File: config.mk
export PLATFORM = sky130hd
export DESIGN_NAME = rtl_cnt_dn_bk
export DESIGN_NICKNAME = d
export VERILOG_FILES = /design/src/rtl/rtl_cnt_dn_bk.sv
export SDC_FILE = /design/constraint.sdc
export NUM_CORES = 1
export LEC_CHECK = 0
export BUFFER_PORTS_ARGS = -buffer_cell sky130_fd_sc_hd__buf_2
export CAP_MARGIN = 30
export CORE_MARGIN = 2
export CORE_UTILIZATION = 46
export DETAILED_ROUTE_END_ITERATION = 12
export PLACE_DENSITY = 0.87
export SETUP_SLACK_MARGIN = 0.5
export SYNTH_ARGS = -nofsm -noshare
export SYNTH_HDL_FRONTEND = slang
export SYNTH_SLANG_ARGS = --single-unit
File: constraint.sdc
create_clock -name clk -period 2.65 [get_ports clk]
set_clock_uncertainty 0.05 [all_clocks]
set_input_delay 0.53 -clock clk [delete_from_list [all_inputs] [get_ports clk]]
set_output_delay 0.53 -clock clk [all_outputs]
set_load 0.02 [all_outputs]
File: src/rtl/rtl_cnt_dn_bk.sv
// Loadable N-bit down-counter, borrow-in/borrow-out, Brent-Kung prefix borrow detect.
// Latency: 1 cycle from load/bin at an edge to cnt/bout after that edge.
// Backpressure: none; bin is the decrement enable and bout chains into the next stage's bin.
//
// Ports:
//   clk    in   rising-edge clock
//   reset  in   asynchronous active-high reset (cnt = 0, bout = 0)
//   load   in   synchronous load strobe, wins over bin
//   din    in   [N-1:0] load value
//   bin    in   borrow-in, subtract 1 when high
//   cnt    out  [N-1:0] registered count
//   bout   out  registered borrow-out, one-cycle pulse on the 0 -> all-ones wrap
module rtl_cnt_dn_bk #(
   parameter int N = 17
) (
   input  logic         clk,
   input  logic         reset,
   input  logic         load,
   input  logic [N-1:0] din,
   input  logic         bin,
   output logic [N-1:0] cnt,
   output logic         bout
);

   localparam int LV = $clog2(N);

   // Brent-Kung prefix AND: result bit j = AND of g[0..j].
   // The up-sweep builds complete prefixes at positions 2^m - 1 and partial
   // block ANDs elsewhere; the down-sweep fills the remaining positions.
   // Positions >= N simply do not exist, so non-power-of-two widths fall out
   // of the loop bounds. Each level touches a position at most once and its
   // source is never written on the same level, so in-place update keeps the
   // tree shape (LV up levels + LV-1 down levels).
   function automatic logic [N-1:0] bk_prefix(input logic [N-1:0] g);
      logic [N-1:0] v;
      v = g;
      for (int l = 1; l <= LV; l++) begin
         for (int j = 0; j < N; j++) begin
            if (((j + 1) % (1 << l)) == 0) begin
               v[j] = v[j] & v[j - (1 << (l - 1))];
            end
         end
      end
      for (int l = LV - 1; l >= 1; l--) begin
         for (int j = 0; j < N; j++) begin
            if ((((j + 1) % (1 << l)) == (1 << (l - 1))) && (j >= (1 << l))) begin
               v[j] = v[j] & v[j - (1 << (l - 1))];
            end
         end
      end
      return v;
   endfunction

   // z[i] is high when every bit below i is zero, i.e. bit i flips on a decrement.
   logic [N:0]   z;
   logic [N-1:0] cnt_nxt;
   logic         brw;

   always_comb begin
      z       = {bk_prefix(~cnt), 1'b1};
      cnt_nxt = cnt ^ ({N{bin}} & z[N-1:0]);
      brw     = bin & z[N];
   end

   // With bin low, cnt_nxt == cnt and brw == 0, so the hold case needs no branch.
   always_ff @(posedge clk or posedge reset) begin
      if (reset) begin
         cnt  <= '0;
         bout <= 1'b0;
      end else if (load) begin
         cnt  <= din;
         bout <= 1'b0;
      end else begin
         cnt  <= cnt_nxt;
         bout <= brw;
      end
   end

endmodule

==> results by group, run 1 <==
Floorplan
  • Die H: 49.53 um
  • Initial Utilization: 48.60%
  • I/O Pins: 39
  • Number of core rows: 16
  • Die area: 0.002453 sq mm
  • Core box area: 0.001962 sq mm
  • Die Width: 49.53 um

Critical path
  • Critical Path Slowest Stage Cell: or4_4
  • Worst R2R Setup Slack: 0.44 ns
  • Sequence of cells on the critical path: or4_4 > buf_4 > or3_4 > or4_1 > a31oi_1
  • CP max stage delay: 0.55 ns
  • Crit path launch: cnt[6]$_DFF_PP0_
  • Reg2reg start: cnt[6]$_DFF_PP0_
  • Crit Path Category: register to register
  • CP endpoint kind: register
  • CP max FO: 5
  • FF-to-FF path depth: 5
  • Worst setup endpoint: cnt[13]$_DFF_PP0_
  • Critical R2R Capture: cnt[13]$_DFF_PP0_
  • CP Launch Type: register
  • Required time worst endpoint: 2.81 ns
  • Worst Path Arrival: 2.37 ns

STA
  • Final WS setup: 0.4431 ns
  • Tmin final: 2.207 ns
  • Final number of setup-violating endpoints: 0
  • RSZ-0062 raised after global routing: true
  • Worst-margin pin slew: 0.6936 ns
  • Period utilization: 83.28%
  • Max-slew violations: 0
  • Worst slew margin: 53.71%
  • Sum Neg Setup Slack: 0 ns
  • Final hold violation count: 0
  • FMAX: 453.1 MHz

Routing
  • Top Metal Used: met4
  • Vias/cell: 5.522
  • TritonRoute pass-1 iters: 4
  • Remaining DRCs: 0
  • Routed wl met2: 1388 um
  • Antenna Nets Post-Route: 0
  • Final Routed Wirelength: 2661 um
  • WL met1: 1056 um
  • Post-DR wirelength/cell: 14.95 um
  • Via count: 983
  • Drt first-iter violations: 28
  • Met3 Wirelength: 125 um

Layout
  • ANT cells: 0
  • Share of layout cells above drive strength 1: 43.71%
  • # nets final: 174
  • Post-route design area: 0.001308 sq mm
  • Post-Route Utilization: 66.65%
  • Fin cells: 178
  • Syn-to-layout area delta: 37.14%

Placed design
  • Post-Place Cell Area: 0.001170 sq mm
  • Buffers on Ports: 38
  • GP Congestion: 0.7891
  • DP HPWL: 1703 um
  • Pre-CTS WS: 0.3980 ns
  • Inst Count DP: 164

Clocking
  • CTS Buffer Depth: 2
  • TritonCTS Buffers: 3
  • Sink Count: 18
  • CTS HTree Levels: 1
  • Worst-skew pair later-pin latency: 0.29 ns
  • Clock transition at path regs: 0.11 ns
  • TritonCTS clock tree: yes
  • Hold buffer count at CTS: 0
  • Clock Root Buffer: clkbuf_4

Global route
  • First-pass GRT wire length: 4160 um
  • Initial antenna violation count: 0
  • Largest net degree at the start of global routing: 31
  • Tot GR Track Use: 22.04%
  • Vias in the first global route: 933
  • Overflow after GRT: 0

Yosys
  • Mux cell area share after synthesis: 0%
  • Net Count, Synth: 126
  • Synth Area in Compound Gates: 15.75%
  • Post-Synth XOR/XNOR Area: 8.268%
  • Synth area leader: dfrtp_1
  • Post-synthesis sequential area ratio: 47.24%
  • Synthesized area per cell: 9.167 sq um
  • Gate Count Post-Synth: 104
  • Largest family of logic cells by synthesized area: simple AND/OR/NAND/NOR gates
  • Mapped cell area: 953.4 sq um
  • Synth top area share: 47.24%
  • Netlist cell types: 24
  • Simple-gate share of the synthesized area: 23.36%
  • Synth warnings: 0
  • Synth top area cells: dfrtp_1 (47%), xnor2_1 (7.3%), o21ai_0 (6.8%), nand2_1 (4.7%), nor4_1 (3.9%)
  • Post-Synth Adder-Cell Area: 1.312%
  • #FFs+latches synth: 18

Power and ir drop
  • Sw Share: 33.68%
  • NetSw: 225.6 uW
  • Clock group share of total power: 21.1%
  • Combinational Power Share: 28.3%
  • Sequential share of power: 50.6%
  • Maximum vdd drop: 0.3229 mV
  • Leakage: 0.5818 nW
  • Pwr Density: 512.2 mW/mm^2
  • Cell Int Power: 444.1 uW

Outcome
  • Status: completed

Worst hold path
  • Worst hold path class: primary input to asynchronous set/reset pin

Flow run
  • Max-cap viol count: 0
## cells by family after synthesis
family	after synthesis
AO/OA/AOI/OAI	25
flip-flops	18
buffers and inverters	10
XOR/XNOR	9
adder cells (fa/ha/maj)	1
AND/OR/NAND/NOR	41
## registers in the layout, summed over array words and instances (netlist names)
register  flops
cnt          17
bout          1
## worst max-delay path, delay by kind of cell (launching register included)
| kind | cells | cell delay (ns) |
|---|---|---|
| simple gates | 3 | 1.30 |
| compound gates | 1 | 0.19 |
| flops | 1 | 0.43 |
| buf+inv | 1 | 0.16 |
## worst min-delay path by stage
stage,start,slack [ns],cells past startpoint,to
final,reset,0.28,2,cnt[13]$_DFF_PP0_
after global routing,reset,0.35,2,cnt[10]$_DFF_PP0_
after CTS,reset,0.30,2,cnt[7]$_DFF_PP0_
after detailed placement,cnt[16]$_DFF_PP0_,0.44,1,bout$_DFF_PP0_
after global placement,cnt[16]$_DFF_PP0_,0.42,1,bout$_DFF_PP0_
after floorplan,reset,0.42,1,bout$_DFF_PP0_
## synthesized netlist by cell type
library cell and n:
nor2_1 6, nand2b_1 2, xor2_1 1, buf_2 1, o21ai_0 13, or4b_1 1, a21oi_1 2, nor3_1 3
o31ai_1 2, or2_2 1, or4_4 1, o21a_1 1, o31a_1 3, nor4_1 6, or4_1 5, or3_1 4
xnor2_1 8, a21o_1 1, a31oi_1 3, inv_1 4, clkbuf_1 5, ha_1 1, nand2_1 12, dfrtp_1 18
## metal layers
layer / vias to the layer above / track usage (%)
met5: - / 0
met4: 0 / 8.796
met3: 11 / 3.333
met2: 43 / 40.22
met1: 464 / 25.54
li1: 465 / -
## stage by stage
step                      total power, mW  hold slack [ns]
final                              0.6697           0.2807
after detailed placement           0.5005           0.4416
after CTS                          0.6520           0.3012
after global placement             0.4925           0.4167
after global routing               0.7048           0.3470
after floorplan                    0.4399           0.4184
## final cells by class
type	instances	area [sq um]
fillers	173	654.4
multi-input cells	76	504.2
flip-flops and latches	18	455.4
repair buffers	49	272.8
well taps	27	33.78
clock buffers	4	26.28
inverters	4	15.01
## cell usage in the layout, fill, tap and decap left out, types with 2 or more instances in the layout
cell type,instances
buf_2,38
or4_4,4
a31oi_1,2
xnor2_1,8
or3_1,3
nand2b_1,2
o31a_1,3
o21ai_0,13
nor4_2,2
dfrtp_1,14
buf_4,11
inv_1,4
dfrtp_2,4
clkbuf_4,3
nor3_1,3
nor2_1,6
or4_1,2
nand2_1,12
nor4_1,4
a21oi_1,2
## power by group through the flow
stage	Sequential, mW	Combinational (mW)	Clock [mW]
finish	0.339	0.190	0.141
global route	0.343	0.205	0.157
CTS	0.336	0.173	0.143
detailed placement	0.343	0.157	0
global placement	0.340	0.152	0
floorplan	0.367	0.0733	0
## repair_timing
item | 4_1_cts | 5_1_grt
buffers inserted | 6 | 4
pin swaps | 3 | 4
cloned | 0 | 0
gates resized for setup | 3 | 5
endpoints found under the setup margin | 4 | 7
No activity file was read; power rests on OpenSTA's default activity.
==> run 2, diff against run 1 <==
==> constraint.sdc (replaced) <==
create_clock -name clk -period 2.2 [get_ports clk]
set_clock_uncertainty 0.05 [all_clocks]
set_input_delay 0.44 -clock clk [delete_from_list [all_inputs] [get_ports clk]]
set_output_delay 0.44 -clock clk [all_outputs]
set_load 0.02 [all_outputs]
==> run 2 against run 1 <==
Net effect:
- flip-flop and latch count is the same
- die area is the same
- maximum frequency grew 1.8%
- sequential power grew 18%
- final cell count grew 2.2%
- clock power grew 24%
- power grew 29%
- largest power group unchanged
- wire length grew 12%
- critical endpoint is now cnt[16]$_DFF_PP0_
- largest cell class unchanged
==> results by group, run 2 (synthesized netlist as in run 1, its figures left out) <==
Layout
  • Post-Route Utilization: 74.04% (+7.4 points)
  • # nets final: 178 (+2.3%)
  • # fillers: 154 (-11%)
  • Most frequent cells in the layout: buf_2 (38), o21ai_0 (13), dfrtp_1 (13)
  • Commonest non-fill, non-tap cell in the layout: buf_2
  • Max reg flops: 17 (unchanged)
  • Share of layout cells above drive strength 1: 49.68% (+6.0 points)
  • Fin cells: 182 (+2.2%)
  • ANT cells: 0 (unchanged)
  • Syn-to-layout area delta: 52.36%
  • Area occupied by multi-input gates: 589.3 sq um (+17%)
  • FF+latch area: 456.7 sq um (+0.27%)
  • Most flops, register: cnt
  • Largest regs: cnt: 17 flops, bout: 1 flops
  • Post-route design area: 0.001453 sq mm (+11%)

STA
  • Final WS setup: 0.03233 ns (-0.4107 ns)
  • Max-slew violations: 0 (unchanged)
  • Final hold violation count: 0 (unchanged)
  • Worst slew margin: 53.54% (-0.17 points)
  • Tmin final: 2.168 ns (-0.03925 ns)
  • Period utilization: 98.53% (+15 points)
  • Final number of setup-violating endpoints: 0 (unchanged)
  • FMAX: 461.3 MHz (+1.8%)
  • Sum Neg Setup Slack: 0 ns (unchanged)
  • RSZ-0062 raised after global routing: true
  • Hold slack: 0.1794 ns (-0.1012 ns)
  • Worst-margin pin slew: 0.6961 ns (+0.002489 ns)

Critical path
  • Buf/Inv on CP: 0 (-1)
  • Crit Path Category: register to register
  • CP max stage delay: 0.55 ns (about the same)
  • CP top delay family: simple AND/OR/NAND/NOR gates
  • CP dominant cell by count: or4_4
  • CP max FO: 3 (-2)
  • Required time worst endpoint: 2.36 ns (-0.45 ns)
  • Worst R2R Setup Slack: 0.03 ns (-0.41 ns)
  • Worst Path Arrival: 2.33 ns (-0.04 ns)
  • Critical Path Slowest Stage Cell: or4_4
  • Sequence of cells on the critical path: or4_4 > or4_4 > or4_1 > a31oi_1
  • CP Launch Type: register
  • CP endpoint kind: register

Clocking
  • Hold buffer count at CTS: 0 (unchanged)
  • Clock transition at path regs: 0.12 ns (about the same)
  • Clock Root Buffer: clkbuf_4
  • TritonCTS Buffers: 3 (unchanged)
  • Worst-skew pair later-pin latency: 0.30 ns (about the same)
  • CTS Buffer Depth: 2 (unchanged)
  • CTS HTree Levels: 1 (unchanged)
  • TritonCTS clock tree: yes
  • Sink Count: 18 (unchanged)

Global route
  • Tot GR Track Use: 26.65% (+4.6 points)
  • First-pass GRT wire length: 4954 um (+19%)
  • Initial antenna violation count: 0 (unchanged)
  • Largest net degree at the start of global routing: 31 (unchanged)
  • Overflow after GRT: 0 (unchanged)
  • Vias in the first global route: 1,047 (+12%)

Placed design
  • Buffers on Ports: 38 (unchanged)
  • Inst Count DP: 169 (+3.0%)
  • DP HPWL: 1808 um (+6.2%)
  • GP Congestion: 0.8020 (+1.6%)
  • Pre-CTS WS: 0.02904 ns (-0.3690 ns)
  • Post-Place Cell Area: 0.001214 sq mm (+3.7%)

Routing
  • Via count: 1,035 (+5.3%)
  • TritonRoute pass-1 iters: 4 (unchanged)
  • Post-DR wirelength/cell: 16.42 um (+9.9%)
  • Final Routed Wirelength: 2989 um (+12%)
  • Drt first-iter violations: 26 (-7.1%)
  • Vias/cell: 5.687 (+3.0%)
  • Remaining DRCs: 0 (unchanged)
  • Antenna Nets Post-Route: 0 (unchanged)

Outcome
  • Status: completed

Power and ir drop
  • Pwr Density: 594.9 mW/mm^2 (+16%)
  • Leakage: 0.6317 nW (+8.6%)
  • Maximum vdd drop: 0.4791 mV (+48%)
  • Total power: 864.1 uW (+29%)

Floorplan
  • Number of core rows: 16 (unchanged)
  • Core box area: 0.001962 sq mm (unchanged)
  • Die H: 49.53 um (unchanged)
  • Die Width: 49.53 um (unchanged)
  • I/O Pins: 39 (unchanged)
  • Initial Utilization: 48.60% (unchanged)
  • Die area: 0.002453 sq mm (unchanged)

Flow run
  • Max-cap viol count: 0 (unchanged)

Worst hold path
  • Worst hold path class: primary input to asynchronous set/reset pin
run 2: changes by cell type in the layout (fill, tap and decap cells not counted), sizes merged:
cell and delta:
buf +4
run 2: final timing paths:
kind                              startpoint                end  cells after the start
setup reg to reg            cnt[4]$_DFF_PP0_  cnt[16]$_DFF_PP0_                      4
hold / removal                         reset   cnt[9]$_DFF_PP0_                      2
hold reg to reg            cnt[16]$_DFF_PP0_     bout$_DFF_PP0_                      1
max in group asynchronous              reset   cnt[2]$_DFF_PP0_                      2
min in group clk                     din[11]  cnt[11]$_DFF_PP0_                      3
setup / recovery            cnt[4]$_DFF_PP0_  cnt[16]$_DFF_PP0_                      4
run 2: power by group:
part	switching [mW]	total (mW)	internal [mW]	leakage, nW
Combinational	0.165	0.289	0.123	0.407
Clock	0.105	0.175	0.0704	0.0150
Sequential	0.0355	0.400	0.365	0.210
run 2: layer usage:
layer | track usage [%] | vias up | wire, um
met2 | 47.78 | 54 | 1532
met3 | 4.848 | 10 | 181
met1 | 30.71 | 490 | 1177
met5 | 0 | - | 0
li1 | - | 481 | -
met4 | 11.57 | 0 | 97
run 2: layout make-up:
class,count,area share [%]
clock buffer,4,1.809
inverter,4,1.034
multi-input combinational,76,40.57
sequential,18,31.44
tap,27,2.326
timing repair buffer,53,22.83
run 2: worst register-to-register path, cell delays in order, from the launching register on:
cell	delay (ns)
dfrtp_1	0.41
or4_4	0.55
or4_4	0.51
or4_1	0.42
a31oi_1	0.14
run 2: what timing repair did:
action | in CTS | in global routing
setup buffers | 5 | 4
resized for setup | 19 | 4
cloned | 0 | 0
pin swaps | 5 | 5
endpoints found under the setup margin | 13 | 15
